**src/rtl/parking_controller.sv**
```systemverilog
// Parking-lot controller: bay allocation/release, timed door pulse and derived capacity outputs.
// Optional statistics counters are enabled with the PARK_STATS_EN macro.
module parking_controller #(
    parameter int SLOTS = 4,
    parameter int DOOR_CYCLES = 8,
    localparam int IW = (SLOTS > 1) ? $clog2(SLOTS) : 1,
    localparam int CW = $clog2(SLOTS + 1)
) (
    input  logic             clk,
    input  logic             rst_n,
    input  logic             entry_req,
    input  logic             exit_req,
    input  logic [IW-1:0]    exit_slot,
    output logic [SLOTS-1:0] slots_occ,
    output logic             door_open,
    output logic             full_light,
    output logic [CW-1:0]    free_count,
    output logic [IW-1:0]    best_slot,
    output logic             best_valid,
    output logic             entry_ack,
    output logic             exit_err
`ifdef PARK_STATS_EN
    ,
    output logic [15:0]      entry_total,
    output logic [15:0]      reject_total
`endif
);

    localparam int TW = (DOOR_CYCLES > 1) ? $clog2(DOOR_CYCLES) : 1;

    typedef enum logic {IDLE, DOOR} state_t;

    state_t         state;
    logic           entry_prev;
    logic           exit_prev;
    logic           pend_in;
    logic           pend_out;
    logic [IW-1:0]  exit_slot_q;
    logic [TW-1:0]  timer;

    logic           entry_rise;
    logic           exit_rise;
    logic           want_exit;
    logic           want_entry;
    logic           exit_ok;
    logic           do_exit;
    logic           do_entry;
    logic           refuse;
    logic [IW-1:0]  slot_sel;
    logic [SLOTS-1:0] occ_next;
    logic [CW-1:0]  free_next;
    logic [IW-1:0]  best_next;
    logic           found;

    always_comb begin
        entry_rise = entry_req & ~entry_prev;
        exit_rise  = exit_req & ~exit_prev;
        // Exit has priority; a simultaneous entry is left in its pending latch.
        want_exit  = (state == IDLE) & (pend_out | exit_rise);
        want_entry = (state == IDLE) & ~want_exit & (pend_in | entry_rise);
        slot_sel   = exit_rise ? exit_slot : exit_slot_q;
        exit_ok    = 1'b0;
        if (32'(slot_sel) < SLOTS) begin
            exit_ok = slots_occ[slot_sel];
        end
        do_exit  = want_exit & exit_ok;
        do_entry = want_entry & best_valid;
        refuse   = want_entry & ~best_valid;

        occ_next = slots_occ;
        if (do_exit) begin
            occ_next[slot_sel] = 1'b0;
        end
        if (do_entry) begin
            occ_next[best_slot] = 1'b1;
        end

        // Derived outputs follow next-state occupancy so they align with slots_occ.
        free_next = '0;
        best_next = '0;
        found     = 1'b0;
        for (int unsigned i = 0; i < SLOTS; i++) begin
            if (!occ_next[i]) begin
                free_next = free_next + CW'(1);
                if (!found) begin
                    best_next = IW'(i);
                    found     = 1'b1;
                end
            end
        end
    end

    always_ff @(posedge clk or negedge rst_n) begin
        if (!rst_n) begin
            state       <= IDLE;
            entry_prev  <= 1'b1;
            exit_prev   <= 1'b1;
            pend_in     <= 1'b0;
            pend_out    <= 1'b0;
            exit_slot_q <= '0;
            timer       <= '0;
            slots_occ   <= '0;
            door_open   <= 1'b0;
            full_light  <= 1'b0;
            free_count  <= CW'(SLOTS);
            best_slot   <= '0;
            best_valid  <= 1'b1;
            entry_ack   <= 1'b0;
            exit_err    <= 1'b0;
        end else begin
            entry_prev <= entry_req;
            exit_prev  <= exit_req;
            if (exit_rise) begin
                exit_slot_q <= exit_slot;
            end
            pend_out <= (pend_out | exit_rise) & ~want_exit;
            pend_in  <= (pend_in | entry_rise) & ~want_entry;

            entry_ack  <= do_entry;
            exit_err   <= want_exit & ~exit_ok;
            slots_occ  <= occ_next;
            free_count <= free_next;
            best_slot  <= best_next;
            best_valid <= found;

            if (refuse) begin
                full_light <= 1'b1;
            end else if (!entry_req || do_exit) begin
                full_light <= 1'b0;
            end

            case (state)
                IDLE: begin
                    if (do_exit || do_entry) begin
                        state     <= DOOR;
                        door_open <= 1'b1;
                        timer     <= TW'(DOOR_CYCLES - 1);
                    end
                end
                DOOR: begin
                    if (timer == '0) begin
                        state     <= IDLE;
                        door_open <= 1'b0;
                    end else begin
                        timer <= timer - TW'(1);
                    end
                end
                default: begin
                    state     <= IDLE;
                    door_open <= 1'b0;
                end
            endcase
        end
    end

`ifdef PARK_STATS_EN
    always_ff @(posedge clk or negedge rst_n) begin
        if (!rst_n) begin
            entry_total  <= '0;
            reject_total <= '0;
        end else begin
            if (do_entry && (entry_total != '1)) begin
                entry_total <= entry_total + 16'd1;
            end
            if (refuse && (reject_total != '1)) begin
                reject_total <= reject_total + 16'd1;
            end
        end
    end
`else
    // Statistics counters are not built in this configuration.
`endif

endmodule

```
**config.mk**
```make
export PLATFORM = sky130hd
export DESIGN_NAME = parking_controller
export DESIGN_NICKNAME = d
export VERILOG_FILES = /design/src/rtl/parking_controller.sv
export SDC_FILE = /design/constraint.sdc
export NUM_CORES = 1
export LEC_CHECK = 0
export CAP_MARGIN = 15
export CORE_MARGIN = 1.5
export CORE_UTILIZATION = 35
export DETAILED_ROUTE_END_ITERATION = 12
export PLACE_DENSITY = 0.68
export REMOVE_ABC_BUFFERS = 1
export SLEW_MARGIN = 20
export SYNTH_ARGS = -nofsm -noshare
export SYNTH_HDL_FRONTEND = slang
export SYNTH_SLANG_ARGS = --single-unit
```
**constraint.sdc**
```tcl
create_clock -name clk -period 5.7 [get_ports clk]
set_clock_uncertainty 0.1 [all_clocks]
set_input_delay 1.71 -clock clk [delete_from_list [all_inputs] [get_ports clk]]
set_output_delay 1.71 -clock clk [all_outputs]
set_load 0.05 [all_outputs]
```
# Word-level counts from Yosys, hierarchy flattened
# Cells that the tools add are included.
[totals] out_inout_bits=14 wordCells=92 input_bits=6 regBits=24
[classes] eq_ne=3 addsub=4 bitwise_logic=23 magnitude_cmp=4 mux=34 n_reduce_logical=9
[ops] op="$mux 1" count=16
[ops] op="$mux 3" count=5
[ops] op="$and 1x1->1" count=11
[ops] op="$mux 2" count=5
[ops] op="$add 3x1->3 const B" count=3
[ops] op="$mux 4" count=2
[ops] op="$not 1->1" count=7
[ops] op="$lt 2x3->1 const B" count=2
[ops] op="$pmux 3 s2" count=1
[ops] op="$and 4x4->4" count=1
[ops] op="$demux 1 s2" count=2
[ops] op="$ge 2x1->1 const B" count=2
[ops] op="$ne 2x1->1 const B" count=2
[ops] op="$not 4->4" count=1
[ops] op="$or 4x4->4" count=1
[ops] op="$pmux 1 s2" count=2
[ops] op="$reduce_and 2->1" count=2
[ops] op="$logic_not 3->1" count=1
[ops] op="$sub 3x1->3 const B" count=1
[ops] op="$bmux 1 s2" count=1
[ops] op="$logic_and 1x1->1" count=2
[ops] op="$logic_or 1x1->1" count=2
[ops] op="$ne 2x2->1 const B" count=1
[ops] op="$or 1x1->1" count=2
[ops] op="2 further kinds" count=2

# Longest topological paths before layout
[logic_depth] ltp_word=19 depth_mapped=13 mapped_depth_nobuf=12

# Worst setup path after synthesis
# OpenSTA, ideal clock, no wires.
[synth_path] kind="input port to flip-flop" from="input port entry_req" to="register free_count[1]" setup_ps=133 setup_slack_ps=1841 stages=11 required_ps=5467 n_path_buf=0 arrival_ps=3626 path_cell_list="nor2b_1 o2111ai_4 or3_1 nand2_1 inv_1 ha_1 o21bai_1 o211ai_2 ha_1 nand3_1 o211ai_2"
[synth_via] elab_chain_cells=12
[synth_lines] element="start: declaration" line="11" rtl="input logic entry_req,"
[synth_lines] element="$and 1x1->1 *" line="56" rtl="entry_rise = entry_req & ~entry_prev;"
[synth_lines] element="$or 1x1->1 *" line="60" rtl="want_entry = (state == IDLE) & ~want_exit & (pend_in | entry_rise);"
[synth_lines] element="$and 1x1->1 *" line="60"
[synth_lines] element="$and 1x1->1 *" line="67" rtl="do_entry = want_entry & best_valid;"
[synth_lines] element="$mux 4 *" line="74" rtl="if (do_entry) begin"
[synth_lines] element="via occ_next[0]" line="50" rtl="logic [SLOTS-1:0] occ_next;"
[synth_lines] element="$mux 1 *" line="83" rtl="if (!occ_next[i]) begin"
[synth_lines] element="$add 3x1->3" line="84" rtl="free_next = free_next + CW'(1);"
[synth_lines] element="$mux 3 *" line="83"
[synth_lines] element="$add 3x1->3" line="84"
[synth_lines] element="$mux 3 *" line="83"
[synth_lines] element="$add 3x1->3" line="84"
[synth_lines] element="$mux 3 *" line="83"
[synth_lines] element="via free_next[1]" line="51" rtl="logic [CW-1:0] free_next;"
[synth_lines] element="end signal: assignment" line="105" rtl="free_count <= CW'(SLOTS);"
[synth_lines] element="end signal: assignment" line="122" rtl="free_count <= free_next;"
[synth_lines] element="end: declaration" line="17" rtl="output logic [CW-1:0] free_count,"
# Mark *: on every way through the listed nets, which the timed path passes. The rest lies on a longest branch.
# A chain may end at the register's enable or synchronous reset.

# Worst setup path after layout
[layout_path] from="input port exit_req" to="register free_count[1]"
[layout_via] word_cells_on_any_way=28 cone_classes="add/sub (3); order compare (2); mux (11); bitwise (11); reduce/logical (1)"
[layout_lines] element="start: declaration" line="12" rtl="input logic exit_req,"
[layout_lines] element="$and 1x1->1 *" line="57" rtl="exit_rise = exit_req & ~exit_prev;"
[layout_lines] element="$or 1x1->1 *" line="59" rtl="want_exit = (state == IDLE) & (pend_out | exit_rise);"
[layout_lines] element="$and 1x1->1 *" line="59"
[layout_lines] element="$not 1->1 *" line="60"
[layout_lines] element="$and 1x1->1 * (2 in a row)" line="60"
[layout_lines] element="$and 1x1->1 *" line="67"
[layout_lines] element="via do_entry" line="47" rtl="logic do_entry;"
[layout_lines] element="$mux 4 *" line="74"
[layout_lines] element="via occ_next[1]" line="50"
[layout_lines] element="$mux 3 *" line="83"
[layout_lines] element="$add 3x1->3" line="84"
[layout_lines] element="$mux 3 *" line="83"
[layout_lines] element="$add 3x1->3" line="84"
[layout_lines] element="$mux 3 *" line="83"
[layout_lines] element="via free_next[1]" line="51"
# Mark *: on every way through the listed nets, which the timed path passes. The rest lies on a longest branch. The select of a mux whose other input is x is not followed.

==> results.cfg <==
[synth]
synthAdderAreaFrac_pct = 3.88
yosys_most_used_dff = dfrtp_1
synth_area_leaders = dfrtp_1 39%, dfstp_2 8.1%, ha_1 3.9%
yosys_warnings = 0
syn_inst = 116
synth_area_um2 = 1290
synthDominantCellAreaShare_pct = 38.8
ys_async_sr_fraction_pct = 100
synth_edf_count = 0
synth_top_family_by_area = compound AO/OA/AOI/OAI gates
ys_types = 46
yosysTopAreaCell = dfrtp_1
ys_seq_elements = 24
seq_area_frac_synth_pct = 46.9
synth-simple-area-share_pct = 18.2
synth_area_per_cell_um2 = 11.1
synth_compound_area_share_pct = 21.9
yosys.area_share.xor_xnor_pct = 1.36
synth_mux_area_share_pct = 4.07

[grt]
grt_use_total_pct = 14.3
grt_pass1_wl_um = 4690
grt_overflow_total = 0
antenna_found_initial = 0
grt_pass1_vias = 1003
grt_max_degree = 25

[power_and_ir_drop]
clkPwrFrac_pct = 12.0
power.total_mw = 0.961
swShare_pct = 46.3
power_density_nw_per_um2 = 611
power_frac_seq_pct = 31.1
peakVddDrop_mv = 0.347
p_sw_mw = 0.445
pwr-share-comb_pct = 56.9
internal_power_mw = 0.517
p_leak_nw = 0.659

[floorplan]
die_w_um = 63.7
num_rows = 21
die_h_um = 63.7
start_util_pct = 37.5
pin_count = 20
core-area_um2 = 3440
die_area_um2 = 4060

[clocking]
postCtsSetupBuffers = 0
clk_pin_slew_worst_paths_ns = 0.09
cts.sinks = 24
clock_path_buffers = 2
clock_latency_ns = 0.26
cts-resized-gates = 0
tritoncts = done
clock-root-buffer = clkbuf_8
cts.htree.levels = 1
hold_buffers = 0
cts_made_buffers = 3

[final_layout]
drive_above_1_share_pct = 17.5
fin_util_pct = 45.7
fin_area_um2 = 1570
n_antenna_cell = 0
synthToLayoutAreaGrowth_pct = 21.9
final_cells = 183
nets = 148

[timing]
setup_viol = 0
setup_ws_ns = 1.25
relSlewSlack_pct = 63.5
final-hold-violation-count = 0
max_freq_mhz = 225
rsz0062_at_grt = false
fin_tns_setup_ns = 0
maxSlewViolCount = 0
period_needed_ns = 4.45
hold_ws_ns = 0.414
worst_pin_slew_ns = 0.548
post-route-period-util_pct = 78.1

[critical_path]
rr_worst_depth = 12
endpoint_kind = flip-flop
cp-start-kind = input port
cp.arrival_ns = 4.49
r2r-end = free_count[1]
crit_path_cell_trace = clkdlybuf4s50_1 -> nand2b_1 -> o2111ai_4 -> inv_1 -> nand3b_1 -> nand2_1 -> inv_1 -> ha_1 -> o311ai_0 -> o211ai_2 -> ha_1 -> nand3_1 -> o211ai_2
crit_path_top_delay_cell = clkdlybuf4s50_1
r2r-start = exit_prev
critPathMaxFanout = 8
r2r_slack_ns = 2.55
worstPathRequired_ns = 5.74
cp_slowest_stage_delay_ns = 0.46
critical_path_class = input port to flip-flop

[placed_design]
place_ws_ns = 0.973
place_congestion = 0.916
port_buffers = 19
dpl.cell_count = 179
dpl.hpwl_um = 1950
place_area_um2 = 1520

[worst_hold_path]
worstHoldPathCells = 1
min_to = timer[2]
worstHoldStart = timer[2]
worstHoldPathType = flip-flop to flip-flop

[flow_run]
maxCapViolCount = 0

[route]
firstDrtPassIters = 4
avgRoutedWirePerCell_um = 14.5
drc = 0
viasPerCell = 5.45
dr.first_iter.drc_count = 49
vias = 998
wl_um = 2660
antenna_left = 0

[status]
status = finished, final reports clean
## sequential cells by signal (all words and copies together), names as in the netlist
signal	count
entry_prev	1
exit_slot_q	2
best_valid	1
slots_occ	4
exit_err	1
best_slot	2
exit_prev	1
timer	3
pend_in	1
door_open	1
entry_ack	1
state	1
full_light	1
pend_out	1
free_count	3
## synth_stat cells (2+ instances only)
cell type	n
and3_1	3
o221ai_1	3
inv_1	7
nor3b_1	2
o211ai_2	2
nor2_1	6
ha_1	4
o21ai_0	3
dfrtp_1	20
or3_1	2
a31oi_1	2
nor3_1	4
o211ai_1	2
dfstp_2	4
mux2i_1	3
a211o_1	2
nand2b_1	3
nand3_1	6
a21oi_1	3
xnor2_1	2
nand2_1	8
## per-layer routing
| metal | part of all wire, % | GRT usage [%] | vias up | routed length, um |
|---|---|---|---|---|
| li1 | - | - | 472 | - |
| met1 | 45 | 18.3 | 496 | 1200 |
| met2 | 49 | 23.9 | 28 | 1310 |
| met3 | 5.0 | 3.87 | 2 | 134 |
| met4 | 0.45 | 3.80 | 0 | 12 |
| met5 | 0 | 0 | - | 0 |
## worst max-delay path by stage
stage / end / cells past startpoint / from
2_1_floorplan: free_count[1] / 11 / exit_req
3_3_place_gp: free_count[1] / 13 / exit_req
3_5_place_dp: free_count[1] / 12 / exit_req
4_1_cts: free_count[1] / 12 / exit_req
5_1_grt: free_count[2] / 13 / exit_req
6_report: free_count[1] / 13 / exit_req
## placed cells by master (no fill, tap or decap), types with 4 or more instances in the layout
cell type,instances
nor3_1,4
inv_1,7
nand2_1,8
dfrtp_1,20
ha_1,4
nand3_1,6
clkdlybuf4s50_1,18
clkbuf_8,4
dfstp_2,4
nor2_1,6
## critical path, delay by kind of cell
kind,cells,cell delay [ns]
adders and majority gates,2,0.64
buffers and inverters,3,0.75
AOI/OAI and AO/OA,4,0.68
and+or+nand+nor,4,0.70
## kinds of logic (layout without fill, tap and decap cells)
logic type      count (synthesis)  in the layout
mux                             4              4
flops                          24             24
buf+inv                        10             31
fa+ha+maj                       4              4
xor+xnor                        2              2
compound gates                 30             30
simple gates                   42             42
## power by group through the flow
| stage | combinational, mW | clock [mW] | sequential [mW] |
|---|---|---|---|
| 6_report | 0.547 | 0.115 | 0.299 |
| 5_1_grt | 0.591 | 0.126 | 0.310 |
| 4_1_cts | 0.550 | 0.119 | 0.300 |
| 3_5_place_dp | 0.545 | 0 | 0.303 |
| 3_3_place_gp | 0.539 | 0 | 0.300 |
| 2_1_floorplan | 0.277 | 0 | 0.419 |
## final cells by class
class	count	area (um2)
Clock buffer	4	55.1
Fill cell	338	1870
Timing Repair Buffer	19	185
Sequential cell	24	606
Tap cell	46	57.6
Inverter	8	32.5
Multi-Input combinational cell	82	638
Power figures use the tool's default switching activity.
